==> config.mk <==
export PLATFORM = sky130hd
export DESIGN_NAME = decryption_scheduler
export DESIGN_NICKNAME = d
export VERILOG_FILES = /design/src/rtl/decryption_scheduler.sv
export SDC_FILE = /design/constraint.sdc
export NUM_CORES = 1
export LEC_CHECK = 0
export CORE_AREA = 2 2 64 66
export CTS_CLUSTER_DIAMETER = 120
export DETAILED_ROUTE_END_ITERATION = 10
export DIE_AREA = 0 0 66 68
export GPL_ROUTABILITY_DRIVEN = 0
export PLACE_DENSITY = 0.81
export SETUP_SLACK_MARGIN = 0.1
export SLEW_MARGIN = 20
export SYNTH_ARGS = -nofsm -noshare
export SYNTH_HDL_FRONTEND = slang
export SYNTH_SLANG_ARGS = --single-unit
==> constraint.sdc <==
create_clock -name clk -period 4.9 [get_ports clk]
set_input_delay 0.98 -clock clk [delete_from_list [all_inputs] [get_ports clk]]
set_output_delay 0.98 -clock clk [all_outputs]
set_load 0.05 [all_outputs]
==> src/rtl/decryption_scheduler.sv <==
// decryption_scheduler: routes one character stream to one of three decryption engines and muxes their outputs back
// Ports:
//   clk, rst_n            clock and synchronous active-high reset (asserted at 1)
//   data_i/valid_i/sel_i  input character, qualifier, engine select (sampled on a message's first character)
//   ready_o               controller accepts characters
//   eng_data_o/eng_valid_o shared engine data bus and one-hot per-engine valid
//   eng_busy_i/eng_data_i/eng_vld_i  engine busy flags, outputs and output valids
//   data_o/valid_o        registered output of the selected engine
//   ovf_o                 sticky: message exceeded MAX_NOF_CHARS
//   err_o                 one-cycle pulse: bad select or watchdog abort
// Optional: define DECRYPTION_SCHEDULER_WATCHDOG_EN to abort WAIT states after TIMEOUT cycles.
module decryption_scheduler #(
    parameter int D_WIDTH = 8,
    parameter int MAX_NOF_CHARS = 50,
    parameter logic [D_WIDTH-1:0] START_DECRYPTION_TOKEN = 8'hFA,
    parameter int TIMEOUT = 255
) (
    input  logic                 clk,
    input  logic                 rst_n,
    input  logic [D_WIDTH-1:0]   data_i,
    input  logic                 valid_i,
    input  logic [1:0]           sel_i,
    output logic                 ready_o,
    output logic [D_WIDTH-1:0]   eng_data_o,
    output logic [2:0]           eng_valid_o,
    input  logic [2:0]           eng_busy_i,
    input  logic [3*D_WIDTH-1:0] eng_data_i,
    input  logic [2:0]           eng_vld_i,
    output logic [D_WIDTH-1:0]   data_o,
    output logic                 valid_o,
    output logic                 ovf_o,
    output logic                 err_o
);
    localparam int CW = $clog2(MAX_NOF_CHARS + 1);
    localparam logic [CW-1:0] MAX_CNT = CW'(MAX_NOF_CHARS);
    typedef enum logic [2:0] {IDLE, ROUTE, DISCARD, WAIT_BUSY, WAIT_DONE} state_t;
    state_t state, state_nx;
    logic [1:0] cur_sel, cur_sel_nx;
    logic [CW-1:0] cnt, cnt_nx;
    logic ovf_nx, err_nx, fwd, accept, tok, timeout;
    assign accept = valid_i && ready_o;
    assign tok = (data_i == START_DECRYPTION_TOKEN);
`ifdef DECRYPTION_SCHEDULER_WATCHDOG_EN
    localparam int TW = $clog2(TIMEOUT + 1);
    localparam logic [TW-1:0] TO_LAST = TW'(TIMEOUT - 1);
    logic [TW-1:0] wd;
    logic waiting;
    assign waiting = (state == WAIT_BUSY) || (state == WAIT_DONE);
    assign timeout = waiting && (wd == TO_LAST);
    // restarts on every state change so each WAIT state gets its own budget
    always_ff @(posedge clk) begin
        if (rst_n || state_nx != state) wd <= '0;
        else if (waiting) wd <= wd + 1'b1;
    end
`else
    logic unused_timeout;
    assign timeout = 1'b0;
    assign unused_timeout = (TIMEOUT != 0);
`endif
    always_comb begin
        state_nx = state;
        cur_sel_nx = cur_sel;
        cnt_nx = cnt;
        ovf_nx = ovf_o;
        err_nx = 1'b0;
        fwd = 1'b0;
        case (state)
            IDLE: if (accept && !tok) begin
                if (sel_i != 2'd3) begin
                    cur_sel_nx = sel_i;
                    fwd = 1'b1;
                    cnt_nx = CW'(1);
                    state_nx = ROUTE;
                end else begin
                    err_nx = 1'b1;
                    state_nx = DISCARD;
                end
            end
            ROUTE: if (accept) begin
                if (tok) begin
                    fwd = 1'b1;
                    state_nx = WAIT_BUSY;
                end else if (cnt < MAX_CNT) begin
                    fwd = 1'b1;
                    cnt_nx = cnt + 1'b1;
                end else ovf_nx = 1'b1;
            end
            DISCARD: if (accept && tok) state_nx = IDLE;
            WAIT_BUSY: if (eng_busy_i[cur_sel]) state_nx = WAIT_DONE;
            WAIT_DONE: if (!eng_busy_i[cur_sel]) begin
                state_nx = IDLE;
                cnt_nx = '0;
                ovf_nx = 1'b0;
            end
            default: state_nx = IDLE;
        endcase
        if (timeout) begin
            state_nx = IDLE;
            cnt_nx = '0;
            ovf_nx = 1'b0;
            err_nx = 1'b1;
        end
    end
    always_ff @(posedge clk) begin
        if (rst_n) begin
            state <= IDLE;
            cur_sel <= 2'd0;
            cnt <= '0;
            ovf_o <= 1'b0;
            err_o <= 1'b0;
            ready_o <= 1'b1;
            eng_data_o <= '0;
            eng_valid_o <= 3'b000;
            data_o <= '0;
            valid_o <= 1'b0;
        end else begin
            state <= state_nx;
            cur_sel <= cur_sel_nx;
            cnt <= cnt_nx;
            ovf_o <= ovf_nx;
            err_o <= err_nx;
            ready_o <= !(state_nx inside {WAIT_BUSY, WAIT_DONE});
            eng_data_o <= fwd ? data_i : eng_data_o;
            eng_valid_o <= fwd ? 3'(3'b001 << cur_sel_nx) : 3'b000;
            data_o <= eng_data_i[cur_sel*D_WIDTH +: D_WIDTH];
            valid_o <= eng_vld_i[cur_sel];
        end
    end
endmodule

==> flow_summary.ini, run 1 <==
[clock_tree]
clock_latency_ps = 280
cts_tree = built
cts_sinks = 34
post_cts_buffers = 0
cts.reportedPaths.clkPinSlew_ps = 70
clockBufferDepth = 2
root_buffer = clkbuf_8
ctsResizeCount = 0
cts_buffers = 5
cts_hold_buffers = 0
cts_max_level = 2

[placement]
numPortBuffers = 65
hpwl_mm = 3.12
place_area_um2 = 2360

[synth]
avgSynthCellArea_um2 = 9.55
seq_area_frac_synth_pct = 40.0
syn_inst = 178
yosysWarnings = 0
synth_nets = 222
ys_types = 51
ys.flop_type = dfxtp_1
synth_seq_cells = 34
synthArstFlopShare_pct = 0
synth_edf_count = 0
syn-cell-area_um2 = 1700

[detailed_routing]
drtAntennaViolNets = 0
route.detailed.drc = 0
wl_mm = 4.05
vias_per_cell = 5.19
wl_per_cell_um = 13.8
dr.pass1.iters = 6
drt-initial-drc-count = 59
route.vias.total = 1521

[timing]
clock.fmax_mhz = 358
final.setup_skew_ps = 3.02
relSlewSlack_pct = 52.3
period_share_pct = 57.0
setup_tns_ps = 0
period_minus_slack_ps = 2790
worstMarginPinSlew_ps = 714
slew_viol_final = 0
hold_violations = 0
rsz0062_at_grt = false
setup_viol = 0

[floorplan]
fp.dieH_um = 68
die_x_um = 66
ioPinCount = 66
start_util_pct = 44.1
dieArea_um2 = 4490
row_count = 23
coreArea_um2 = 3860

[setup_path]
path_class = primary input to flop
cp_slowest_stage_delay_ps = 590
slowest_stage = o41a_1
path_buf_inv = 1
critPathTopFamily = compound AO/OA/AOI/OAI gates
path_cells = clkdlybuf4s50_1, nand4bb_1, o211ai_1, o41a_1, mux2i_1, nor2_1
critPathArrivalTime_ps = 2960
crit_path_start = data_i[3]
crit_fanout = 10
crit_required_ps = 5060
r2r_start = cur_sel[1]
worstSetupEndpointType = flop
startpoint_type = primary input

[layout]
nFillCells = 327
stdcell_area_um2 = 2450
nets = 286
antenna_cells = 0
drive_above_1_share_pct = 9.47
area_delta_synth_final_pct = 44.2

[global_route]
grt_antenna_before_repair = 0
grt_max_degree = 28
grt_remaining_overflow = 0
grt_pass1_vias = 1499
grt_use_total_pct = 19.5
grt_pass1_wl_mm = 6.78

[run_status]
outcome = finished clean

[min_path]
worstHoldStart = eng_data_o[5]
min_path_type = flop to flop

[pwr]
leakage_nw = 0.918
p_per_area_nw_per_um2 = 303
irDropWorstVdd_v = 0.000206

[flow_run]
maxCapViolations = 0
==> per-stage QoR <==
| stage | utilization, % | total power [W] | cells | hold WS (ps) | worst slack, ps |
|---|---|---|---|---|---|
| 2_1_floorplan | - | 0.000462 | 178 | 494 | 2700 |
| 3_3_place_gp | 61.2 | 0.000538 | 285 | 484 | 1960 |
| 3_5_place_dp | 61.2 | 0.000541 | 285 | 490 | 1840 |
| 4_1_cts | 63.6 | 0.000750 | 293 | 512 | 2150 |
| 5_1_grt | 63.6 | 0.000779 | 293 | 546 | 1910 |
| 6_report | 63.6 | 0.000743 | 293 | 510 | 2110 |
==> layout by cell type, fill, tap and decap left out, types with 3 or more instances in the layout <==
cell type and n:
a21oi_1 12, nand2_1 4, dfxtp_1 34, nor3_1 4
or3_1 3, clkbuf_8 6, a31oi_1 3, clkdlybuf4s50_1 65
mux2i_1 19, inv_1 6, nand4_1 4, nor2_1 37
==> area by class of cell <==
| class | instances | area [µm²] | area share (%) |
|---|---|---|---|
| multi-input cells | 129 | 937 | 38.2 |
| inverters | 6 | 22.5 | 0.918 |
| clock buffers | 7 | 86.3 | 3.52 |
| clock inverters | 1 | 5.00 | 0.204 |
| well taps | 50 | 62.6 | 2.55 |
| repair buffers | 66 | 658 | 26.8 |
| flip-flops and latches | 34 | 681 | 27.8 |
==> registers in the layout (all words and copies together) (netlist names) <==
| name | cells |
|---|---|
| eng_data_o | 8 |
| cnt | 6 |
| valid_o | 1 |
| state | 3 |
| eng_valid_o | 3 |
| ready_o | 1 |
| err_o | 1 |
| cur_sel | 2 |
| data_o | 8 |
| ovf_o | 1 |
==> Yosys cell counts, types with 2 or more instances <==
cell,count,area share [%]
nor3_1,4,1.2
buf_2,3,0.88
a21oi_1,12,3.5
or3_1,3,1.1
mux2i_1,19,11
o22ai_1,2,0.74
dfxtp_1,34,40
inv_1,6,1.3
nand2_1,4,0.88
clkbuf_1,3,0.66
nor3_2,2,1.2
nand4_1,4,1.5
a21oi_2,2,1.0
o21ai_0,2,0.59
nor2_1,37,8.2
buf_6,3,2.0
a31oi_1,3,1.1
mux2_1,2,1.3
==> worst register-to-register path, stage by stage, from the launching register on <==
cell and delay (ps):
dfxtp_1 780, mux2i_1 350, o211ai_2 180, nand3_1 290
nor2_1 70, mux2_1 290
==> final timing paths <==
check / endpoint / slack [ps] / depth (start not counted)
setup / recovery: eng_data_o[4] / 2110 / 6
hold / removal: eng_data_o[5] / 510 / 2
setup reg to reg: cnt[4] / 2820 / 5
hold reg to reg: eng_data_o[5] / 510 / 2
==> routing by layer <==
layer / global-route usage (%) / part of all wire [%]
met3: 5.76 / 5.6
met1: 22.7 / 44
met5: 0 / 0
met4: 6.63 / 1.7
met2: 34.5 / 48
==> report_power, final <==
group,switching (W),internal [W]
clock network,0.0000943,0.000113
registers,0.0000214,0.000297
logic,0.000119,0.0000978
==> cell families after synthesis <==
kind of cell               synth area share [%]
and+or+nand+nor                            22.9
buffers and inverters                      4.86
AOI/OAI and AO/OA                          19.0
adders and majority gates                 0.736
DFF                                        40.0
muxes                                      12.5
Power figures use the tool's default switching activity.
==> inputs of run 2 (changes only) <==
CORE_AREA = 2 2 70 72   (was 2 2 64 66)
DIE_AREA = 0 0 72 74   (was 0 0 66 68)
PLACE_DENSITY = 0.72   (was 0.81)
clock period = 2.42 ns   (was 4.9 ns; I/O delays follow)
==> flow_summary.ini, run 2 (synthesis results as in run 1) <==
[floorplan]
coreArea_um2 = 4600
dieArea_um2 = 5330
start_util_pct = 37.0
fp.dieH_um = 74
die_x_um = 72
ioPinCount = 66
row_count = 25

[timing]
rsz0062_at_grt = false
clock.fmax_mhz = 482
setup_viol = 0
relSlewSlack_pct = 58.0
fin_ws_ps = 347
period_share_pct = 85.7
final.setup_skew_ps = 7.39
hold_violations = 0
period_minus_slack_ps = 2070
slew_viol_final = 0
setup_tns_ps = 0
worstMarginPinSlew_ps = 629

[detailed_routing]
route.detailed.drc = 0
drt-initial-drc-count = 71
drtAntennaViolNets = 0
dr.pass1.iters = 4
wl_mm = 4.02
route.vias.total = 1556
vias_per_cell = 5.17
wl_per_cell_um = 13.3

[layout]
most-common-layout-cells = 65 x clkdlybuf4s50_1, 37 x nor2_1, 34 x dfxtp_1
final_common_cell = clkdlybuf4s50_1
drive_above_1_share_pct = 11.3
area_delta_synth_final_pct = 48.0
nFillCells = 436
top_regs = data_o (8), eng_data_o (8), cnt (6)
antenna_cells = 0
nets = 290

[clock_tree]
cts_sinks = 34
ctsResizeCount = 0
cts_max_level = 2
clock_latency_ps = 280
cts_hold_buffers = 0
cts.reportedPaths.clkPinSlew_ps = 70
cts_buffers = 5
post_cts_buffers = 0
cts_tree = built
root_buffer = clkbuf_8
clockBufferDepth = 2

[pwr]
irDropWorstVdd_v = 0.000300
p_per_area_nw_per_um2 = 635
leakage_nw = 0.953

[placement]
place_ws_ps = 134
numPortBuffers = 65
hpwl_mm = 3.06

[global_route]
grt_pass1_wl_mm = 6.63
grt_max_degree = 27
grt_antenna_before_repair = 0
grt_pass1_vias = 1431
grt_remaining_overflow = 0
grt_use_total_pct = 15.9

[setup_path]
path_class = flop to output port
critPathTopFamily = buffers and inverters
cp_slowest_stage_delay_ps = 860
worstSetupEndpointType = output port
crit_fanout = 5
path_buf_inv = 1
path_cells = clkdlybuf4s50_1
slowest_stage = clkdlybuf4s50_1
critPathArrivalTime_ps = 1590
startpoint_type = flop
crit_required_ps = 1940

[run_status]
outcome = finished clean

[flow_run]
maxCapViolations = 0

[min_path]
min_path_type = flop to flop
run 2: changes by cell type in the layout (fill, tap and decap cells not counted):
cell and delta:
buf_4 +3, buf_12 +1, bufinv_16 +1, clkbuf_1 -1, clkbuf_8 -1, clkinv_2 +1
run 2: path summary, 6_finish.rpt:
| path | cells after the start | slack [ps] | end | start |
|---|---|---|---|---|
| worst max-delay path | 1 | 350 | ready_o | ready_o |
| worst min-delay path | 2 | 500 | eng_data_o[4] | eng_data_o[4] |
| worst max register to register | 5 | 530 | eng_valid_o[1] | state[0] |
| worst min register to register | 2 | 500 | eng_data_o[4] | eng_data_o[4] |
run 2: layer usage:
layer	vias to the layer above	share of wire (%)	track usage, %
met5	-	0	0
met4	0	0.90	3.77
met3	4	7.7	3.93
met2	52	49	28.5
met1	720	43	19.3
li1	780	-	-
run 2: where the power goes:
part	internal, W	leakage (nW)	switching, W
logic	0.000213	0.616	0.000247
registers	0.000601	0.279	0.0000383
clock network	0.000303	0.0579	0.000197
total	0.00112	0.953	0.000483
run 2: through the flow:
| stage | instances | hold WS (ps) | util [%] | power [W] | area (µm²) |
|---|---|---|---|---|---|
| 2_1_floorplan | 178 | 494 | - | 0.000935 | 1700 |
| 3_3_place_gp | 293 | 477 | 52.4 | 0.00111 | 2410 |
| 3_5_place_dp | 293 | 493 | 52.4 | 0.00111 | 2410 |
| 4_1_cts | 301 | 511 | 54.7 | 0.00162 | 2520 |
| 5_1_grt | 301 | 528 | 54.7 | 0.00168 | 2520 |
| 6_report | 301 | 500 | 54.7 | 0.00160 | 2520 |
run 2: final cells by class:
cell class / count / area (µm²) / area share, %
repair buffers: 70 / 701 / 27.8
flip-flops and latches: 34 / 681 / 27.0
multi-input cells: 129 / 937 / 37.2
well taps: 54 / 67.6 / 2.68
clock inverters: 3 / 40.0 / 1.59
clock buffers: 5 / 68.8 / 2.73
inverters: 6 / 22.5 / 0.895
run 2: worst reg2reg max path: stages (launching register included):
cell and delay (ps):
dfxtp_1 630, or2b_1 340, o41a_1 430, buf_12 170
nand2b_4 140, nor3_2 110
==> inputs of run 3 (changes only) <==
CORE_AREA = 2 2 62 64   (was 2 2 70 72)
DIE_AREA = 0 0 64 66   (was 0 0 72 74)
DONT_BUFFER_PORTS = 1   (was not set)
GPL_ROUTABILITY_DRIVEN = not set   (was 0)
PLACE_DENSITY = 0.62   (was 0.72)
clock period = 2.4 ns   (was 2.42 ns; I/O delays follow)
==> flow_summary.ini, run 3 (synthesis results as in run 1) <==
[timing]
period_minus_slack_ps = 1930
relSlewSlack_pct = 59.9
worstMarginPinSlew_ps = 601
setup_viol = 0
period_share_pct = 80.5
hold_violations = 0
final.setup_skew_ps = 2.32
clock.fmax_mhz = 517
rsz0062_at_grt = false
setup_tns_ps = 0
slew_viol_final = 0
whs_ps = 204

[detailed_routing]
vias_per_cell = 5.86
route.detailed.drc = 0
dr.pass1.iters = 4
route.vias.total = 1336
wl_mm = 3.55
drt-initial-drc-count = 65
wl_per_cell_um = 15.6
drtAntennaViolNets = 0

[floorplan]
coreArea_um2 = 3550
ioPinCount = 66
fp.dieH_um = 66
start_util_pct = 47.9
row_count = 22
die_x_um = 64
dieArea_um2 = 4220

[setup_path]
path_class = flop to flop
path_buf_inv = 0
slowest_stage = o41a_1
critPathArrivalTime_ps = 2170
crit_fanout = 12
crit_required_ps = 2630
path_cells = and3b_1, o211ai_1, o41a_1, mux2i_1, nor2_1
critPathTopFamily = compound AO/OA/AOI/OAI gates
worstSetupEndpointType = flop
cp_slowest_stage_delay_ps = 600
startpoint_type = flop

[global_route]
grt_pass1_vias = 1336
grt_use_total_pct = 18.4
grt_antenna_before_repair = 0
grt_pass1_wl_mm = 6.04
grt_remaining_overflow = 0
grt_max_degree = 28

[clock_tree]
ctsResizeCount = 0
post_cts_buffers = 0
cts_sinks = 34
cts_buffers = 5
cts.reportedPaths.clkPinSlew_ps = 100
clock_latency_ps = 330
cts_max_level = 2
cts_hold_buffers = 0
root_buffer = clkbuf_4
cts_tree = built
clockBufferDepth = 2

[placement]
numPortBuffers = 0
hpwl_mm = 2.75
gp_congestion = 0.878

[layout]
nets = 223
antenna_cells = 0
top_regs = data_o (8), eng_data_o (8), cnt (6)
drive_above_1_share_pct = 14.4
area_delta_synth_final_pct = 5.96
multiInputGateArea_um2 = 937
seqCellArea_um2 = 681
most-common-layout-cells = 37 x nor2_1, 34 x dfxtp_1, 19 x mux2i_1
final_common_cell = nor2_1
nFillCells = 332

[pwr]
p_per_area_nw_per_um2 = 740
power_w = 0.00133
p_clk_share_pct = 28.5
power_frac_seq_pct = 56.3
leakage_nw = 0.678
irDropWorstVdd_v = 0.000378
p_int_w = 0.000900
swShare_pct = 32.6
power.switching_w = 0.000434
power_frac_comb_pct = 15.2

[min_path]
min_path_type = primary input to flop

[run_status]
outcome = finished clean

[flow_run]
maxCapViolations = 0
run 3: cell types whose count changed in the layout (fill, tap and decap cells not counted), sizes merged:
cell,delta
clkdlybuf4s50,-65
clkbuf,+3
buf,-2
clkinv,-2
bufinv,-1
run 3: area by class of cell:
class	count	share of cell area, %
clock buffers	8	4.37
inverters	6	1.25
multi-input cells	129	52.0
flip-flops and latches	34	37.8
well taps	48	3.33
repair buffers	3	1.25
run 3: layer usage:
layer,part of all wire [%],wire length (µm),up-vias,track usage (%)
met5,0,0,-,0
met4,1.1,40,0,6.52
met3,11,382,4,7.16
met2,50,1760,70,32.8
met1,39,1370,622,19.8
li1,-,-,640,-
run 3: worst paths after layout:
kind	start	slack, ps	end	depth (start not counted)
hold reg to reg	cnt[5]	560	cnt[5]	2
setup reg to reg	state[1]	470	eng_data_o[4]	5
hold / removal	rst_n	200	eng_valid_o[1]	1
setup / recovery	state[1]	470	eng_data_o[4]	5
run 3: metrics by stage:
stage | instances | utilization (%) | setup slack (ps) | cell area [µm²]
after global placement | 220 | 48.5 | 440 | 1720
after detailed placement | 220 | 48.5 | 365 | 1720
after global routing | 228 | 50.7 | 269 | 1800
final | 228 | 50.7 | 467 | 1800
after CTS | 228 | 50.7 | 467 | 1800
after floorplan | 178 | - | 543 | 1700
run 3: power groups by stage:
stage               logic (W)  registers, W  clock network [W]
global route         0.000228      0.000757           0.000423
global placement     0.000196      0.000764                  0
floorplan            0.000190      0.000753                  0
CTS                  0.000203      0.000752           0.000395
finish               0.000202      0.000751           0.000381
detailed placement   0.000203      0.000765                  0
run 3: worst reg2reg max path, cell delays in order (launching register included):
cell,delay (ps)
dfxtp_1,550
and3b_1,230
o211ai_1,140
o41a_1,600
mux2i_1,260
nor2_1,50
